==> config.mk <==
export PLATFORM = sky130hd
export DESIGN_NAME = regn_univ_pl
export DESIGN_NICKNAME = d
export VERILOG_FILES = /design/src/rtl/regn_univ_pl.sv
export SDC_FILE = /design/constraint.sdc
export NUM_CORES = 1
export LEC_CHECK = 0
export BUFFER_PORTS_ARGS = -buffer_cell sky130_fd_sc_hd__buf_2
export CAP_MARGIN = 10
export CORE_MARGIN = 8
export CORE_UTILIZATION = 40
export DETAILED_ROUTE_END_ITERATION = 12
export GPL_ROUTABILITY_DRIVEN = 0
export PLACE_DENSITY = 0.65
export SLEW_MARGIN = 20
export SYNTH_ARGS = -nofsm -noshare
export SYNTH_HDL_FRONTEND = slang
export SYNTH_SLANG_ARGS = --single-unit
==> constraint.sdc <==
create_clock -name clk -period 2.45 [get_ports clk]
set_clock_uncertainty 0.15 [all_clocks]
set_input_delay 0.245 -clock clk [delete_from_list [all_inputs] [get_ports clk]]
set_output_delay 0.245 -clock clk [all_outputs]
set_load 0.01 [all_outputs]
==> src/rtl/regn_univ_pl.sv <==
// regn_univ_pl: N-bit universal shift register with parallel load and multi-cycle shift (optional parity output under REGN_UNIV_PARITY_EN)
module regn_univ_pl #(
    parameter int N  = 32,
    parameter int AW = 5
) (
    input  logic          clk,
    input  logic          rst_n,
    input  logic          pl,
    input  logic [N-1:0]  di,
    input  logic [1:0]    mode,
    input  logic [AW-1:0] amt,
    input  logic          start,
    input  logic          sin,
    output logic [N-1:0]  do_o,
    output logic          busy,
    output logic          done
`ifdef REGN_UNIV_PARITY_EN
    ,
    output logic          par
`endif
);
    typedef enum logic [1:0] {IDLE, SHIFT, DONE} state_t;
    state_t        state_q, state_d;
    logic [N-1:0]  do_q, do_d, step;
    logic [AW-1:0] count_q, count_d;
    logic [1:0]    mode_q, mode_d;
    assign step = mode_q == 2'b00 ? {do_q[N-2:0], sin} :
                  mode_q == 2'b01 ? {sin, do_q[N-1:1]} :
                  mode_q == 2'b10 ? {do_q[N-1], do_q[N-1:1]} :
                                    {do_q[N-2:0], do_q[N-1]};
    assign do_o = do_q;
    assign busy = state_q != IDLE;
    assign done = state_q == DONE;
    // next state: load/start only accepted in IDLE, one step per SHIFT cycle while count is nonzero
    always_comb begin
        state_d = state_q;
        do_d    = do_q;
        count_d = count_q;
        mode_d  = mode_q;
        case (state_q)
            IDLE: begin
                if (pl) begin
                    do_d = di;
                end else if (start) begin
                    mode_d  = mode;
                    count_d = amt;
                    state_d = SHIFT;
                end
            end
            SHIFT: begin
                if (count_q != '0) begin
                    do_d    = step;
                    count_d = count_q - 1'b1;
                end else begin
                    state_d = DONE;
                end
            end
            DONE:    state_d = IDLE;
            default: state_d = IDLE;
        endcase
    end
    // state registers; reset aborts any shift in progress
    always_ff @(posedge clk or negedge rst_n) begin
        if (!rst_n) begin
            state_q <= IDLE;
            do_q    <= '0;
            count_q <= '0;
            mode_q  <= 2'b00;
        end else begin
            state_q <= state_d;
            do_q    <= do_d;
            count_q <= count_d;
            mode_q  <= mode_d;
        end
    end
`ifdef REGN_UNIV_PARITY_EN
    logic par_q;
    assign par = par_q;
    // parity tracks the value the register takes on the same edge
    always_ff @(posedge clk or negedge rst_n) begin
        if (!rst_n) par_q <= 1'b0;
        else        par_q <= ^do_d;
    end
`endif
endmodule

---- After elaboration in Yosys (flattened, before gate mapping) ----
Index checks and enable logic that the tools add are counted.
storage, ports and cells
  flip-flop bits (word level) ............. 41
  output and inout bits ................... 34
operators by class
  bitwise operators ....................... 1
  reduce and logical (&&, ||, !) cells .... 10
  muxes and demuxes ....................... 14
  equality and inequality tests ........... 10
  add/sub/neg operators ................... 1
operator list
  operator                                          number
  two-way mux 32 bit                                5
  case mux 32 bit (2 select lines)                  1
  two-way mux 5 bit                                 3
  inequality test 2 bit, second input constant      5
  case mux 5 bit (2 select lines)                   1
  AND reduction 3 bit                               3
  AND reduction 4 bit                               2
  two-way mux 2 bit                                 3
  nonzero test 5 bit                                1
  subtractor 5 x 1 -> 5 bit, second input constant  1
  == test 2 x 1 -> 1 bit, second input constant     2
  == test 2 bit, second input constant              2
  zero test 2 bit                                   2
  inequality test 4 bit, second input constant      1
  case mux 2 bit (2 select lines)                   1
  nonzero test 2 bit                                2
  NOT 1 bit                                         1

---- Longest topological paths before layout ----
  depth after elaboration ................. 6
  depth in mapped cells ................... 7

---- Worst setup path after synthesis ----
Ideal clock, no wire load.
  path type ............................... register -> register
  from .................................... register count_q[0]
  to ...................................... register do_q[21], in the netlist do_o[21]
  arrival time ............................ 1.569 ns
  data required time ...................... 2.182 ns
  buffers on the path ..................... 1
  path slack .............................. 0.613 ns
  cell stages (with the launch flop) ...... 8
  period minus slack after synthesis ...... 1.837 ns
  setup time .............................. 0.118 ns
  cell sequence ........................... dfrtp_1 > inv_1 > ha_1 > nor4b_4 > a2bb2oi_4 > buf_4 > a211oi_1 > a21o_1
between the ends
  word-level cells in the longest chain between the ends .. 3
RTL lines
  element                                 line  source
  start: declaration                      25    logic [AW-1:0] count_q, count_d;
  start signal: assignment                72    count_q <= count_d;
  nonzero test 5 bit                      51    if (count_q != '0) begin
  inequality test 2 bit (no source line)  n/a
  AND reduction 3 bit (no source line)    n/a
  end signal: assignment                  71    do_q <= do_d;
  end: declaration                        24    logic [N-1:0] do_q, do_d, step;
No other way between the ends.
A chain may end at the register's enable or synchronous reset.

---- Worst setup path in the final report ----
  from .................................... register count_q[0]
  to ...................................... register do_q[17], in the netlist do_o[17]
Same word-level chain as after synthesis.

==> qor.log <==
INFO  floorplan      die-height=93.2µm
INFO  route          viasPerCell=5.28
INFO  route          vias=2048
INFO  clock_network  clock_insertion_delay_worst_skew=300ps
INFO  final_layout   antenna_cells_inserted=0
INFO  route          drt_wirelength=5.98mm
INFO  final_layout   syn2layout_area_growth=25.0%
INFO  final_layout   layout.nets=357
INFO  clock_network  numClockSinks=41
INFO  power_and_ir_drop share_seq_of_total_power=29.7%
INFO  power_and_ir_drop internal_power=2.80mW
INFO  placement      port_buffers=77
INFO  clock_network  post_cts_buffers=0
INFO  sta            max_clock_freq=483MHz
INFO  critical_path  cp_max_fo=62
INFO  route          postRouteAntennaNets=0
INFO  power_and_ir_drop totalPowerFinal=4.92mW
INFO  floorplan      num_rows=28
INFO  grt            grt_pass1_vias=1997
INFO  placement      placedInstanceArea=2850µm²
INFO  grt            grt_pass1_wl=9.88mm
INFO  clock_network  cts-root-buf=clkbuf_8
INFO  floorplan      starting_density_of_the_core=40.8%
INFO  grt            antenna_found_initial=0
INFO  final_layout   layout.core_utilization=51.0%
INFO  sta            slew_headroom=64.5%
INFO  power_and_ir_drop switching_share=43.2%
INFO  critical_path  worstSetupStartpointType=register
INFO  placement      hpwl=4.28mm
INFO  synthesis      synth-warning-count=0
INFO  floorplan      io_pins=78
INFO  synthesis      synthesis.area_per_instance=9.98µm²
INFO  route          drc_errors=0
INFO  sta            worst_pin_slew=533ps
INFO  grt            global_route.usage.total=13.9%
INFO  power_and_ir_drop vdd_ir_drop_max=1130µV
INFO  clock_network  post_cts_resize_count=0
INFO  critical_path  type_of_element_capturing_the_critical_path=register
INFO  sta            fin_tns_setup=0ps
INFO  synthesis      yosysTopAreaCellShare=43.0%
INFO  synthesis      synth.distinct_cells=30
INFO  synthesis      yosysTopAreaCell=dfrtp_1
INFO  clock_network  cts_tree=yes
INFO  synthesis      synthesis.nets=284
INFO  clock_network  clk_pin_slew=90ps
INFO  final_layout   mostFrequentLayoutCell=buf_2
INFO  synthesis      synth.area.top_cells=dfrtp_1 43%, mux2i_1 13%, a211oi_1 10%, a21o_1 9.4%, nor2_1 6.0%
INFO  route          dr.pass1.iters=4
INFO  synthesis      synth_cells=239
INFO  clock_network  hold_buffers=2
INFO  final_layout   mostFrequentLayoutCells=77 x buf_2, 41 x dfrtp_1, 38 x nor2_1, 32 x mux2i_1, 32 x a211oi_1
INFO  sta            grt_setup_unrepaired=no
INFO  flow_run       maxCapViolations=0
INFO  final_layout   final_layout_size_suffix_gt1_share=31.0%
INFO  power_and_ir_drop sw_power=2.13mW
INFO  critical_path  criticalPathCategory=register to register
INFO  sta            period_share=84.5%
INFO  floorplan      die_w=93.2µm
INFO  clock_network  cts_made_buffers=5
INFO  status         outcome=completed
INFO  synthesis      synth-seq-area-share=43.0%
INFO  sta            finalHoldViolCount=0
INFO  hold_path      min_path_type=input port to register
INFO  grt            gr-total-overflow=0
INFO  power_and_ir_drop power_density=1650nW/µm²
INFO  critical_path  required=2490ps
INFO  clock_network  clockBufferDepth=2
INFO  power_and_ir_drop clkPwrFrac=11.1%
INFO  sta            period_needed=2070ps
INFO  grt            maximum_number_of_pins_on_one_net_before_global_route_repair=63
INFO  floorplan      design.die.area=8690µm²
INFO  power_and_ir_drop power.static_leakage=1.56nW
INFO  route          drt_iter0_drcs=79
INFO  power_and_ir_drop part_of_the_total_power_dissipated_in_combinational_logic=59.2%
INFO  synthesis      yosys_register_bits=41
INFO  sta            setup_viol=0
INFO  floorplan      placeable_core_region=5850µm²
INFO  route          drt-wirelength-per-cell=15.4µm
INFO  final_layout   post_route_cell_area=2980µm²
INFO  synthesis      mappedNetlistArea=2390µm²
INFO  sta            slew_violations=0
INFO  critical_path  timing.critical_path.arrival=2110ps
INFO  clock_network  cts-htree-levels=2
stage by stage:
stage,hold WS (ps),worst slack [ps],instances
floorplan,-201,613,239
global placement,203,444,378
detailed placement,199,413,378
CTS,3.03,371,388
global route,20.5,240,388
finish,12.2,379,388
critical path, stage by stage (launching register included):
cell       delay, ps
dfrtp_1          380
inv_1             90
ha_1             240
nor4b_4          370
a2bb2oi_4        200
buf_12           270
a211oi_1          70
a21o_1           170
power groups by stage:
stage / Combinational, mW / Clock, mW / Sequential [mW]
floorplan: 2.16 / 0 / 1.49
global placement: 2.90 / 0 / 1.47
detailed placement: 2.94 / 0 / 1.47
CTS: 2.96 / 0.569 / 1.46
global route: 3.25 / 0.585 / 1.52
finish: 2.91 / 0.545 / 1.46
registers in the layout, indices dropped and copies added, names as in the netlist:
| register | count |
|---|---|
| do_o | 32 |
| count_q | 5 |
| mode_q | 2 |
| state_q | 2 |
cell families after synthesis:
logic type / count (synthesis) / share of synthesized area (%)
adders and majority gates: 1 / 0.524
muxes: 34 / 14.4
buffers and inverters: 24 / 5.14
and+or+nand+nor: 59 / 11.5
DFF: 41 / 43.0
xor gates and xnor gates: 1 / 0.367
AOI/OAI and AO/OA: 79 / 25.1
final timing paths:
kind	startpoint	endpoint	slack, ps	cells after the start
worst min register to register	count_q[4]	state_q[1]	380	1
max in group asynchronous	rst_n	do_o[21]	1380	3
worst max register to register	count_q[0]	do_o[17]	380	7
worst max-delay path	count_q[0]	do_o[17]	380	7
min in group asynchronous	rst_n	state_q[1]	380	3
worst min-delay path	mode[0]	mode_q[0]	10	3
synth_stat cells:
cell and count:
a311oi_1 1, a41oi_1 1, nand2b_1 2, nand2_1 7, xnor2_1 1, nor4b_4 1
a211oi_1 32, buf_4 6, buf_2 8, inv_1 4, mux2_2 1, dfrtp_1 41
nor4b_1 1, a21o_1 30, a2bb2oi_4 1, mux2i_1 32, nor2_1 38, a221oi_1 1
nand3_1 4, o21ai_4 1, a31oi_1 1, ha_1 1, o211ai_1 1, mux2_1 1
clkbuf_1 6, a21oi_1 7, nor2b_1 3, o21ai_0 3, or4b_1 1, or3_1 2
layer usage:
layer	track usage (%)	part of all wire [%]	vias to the layer above
met5	0	0	-
met4	6.31	2.3	0
met3	4.17	6.4	11
met2	21.4	45	52
met1	17.4	46	964
li1	-	-	1021
area by class of cell:
type                            count  area [µm²]
Tap cell                           75        93.8
Timing Repair Buffer               86         483
Multi-Input combinational cell    174        1250
Fill cell                         552        2870
Clock inverter                      2        38.8
Inverter                            4        15.0
Clock buffer                        6        72.6
Sequential cell                    41        1030
(Power assumes the default switching activity.)
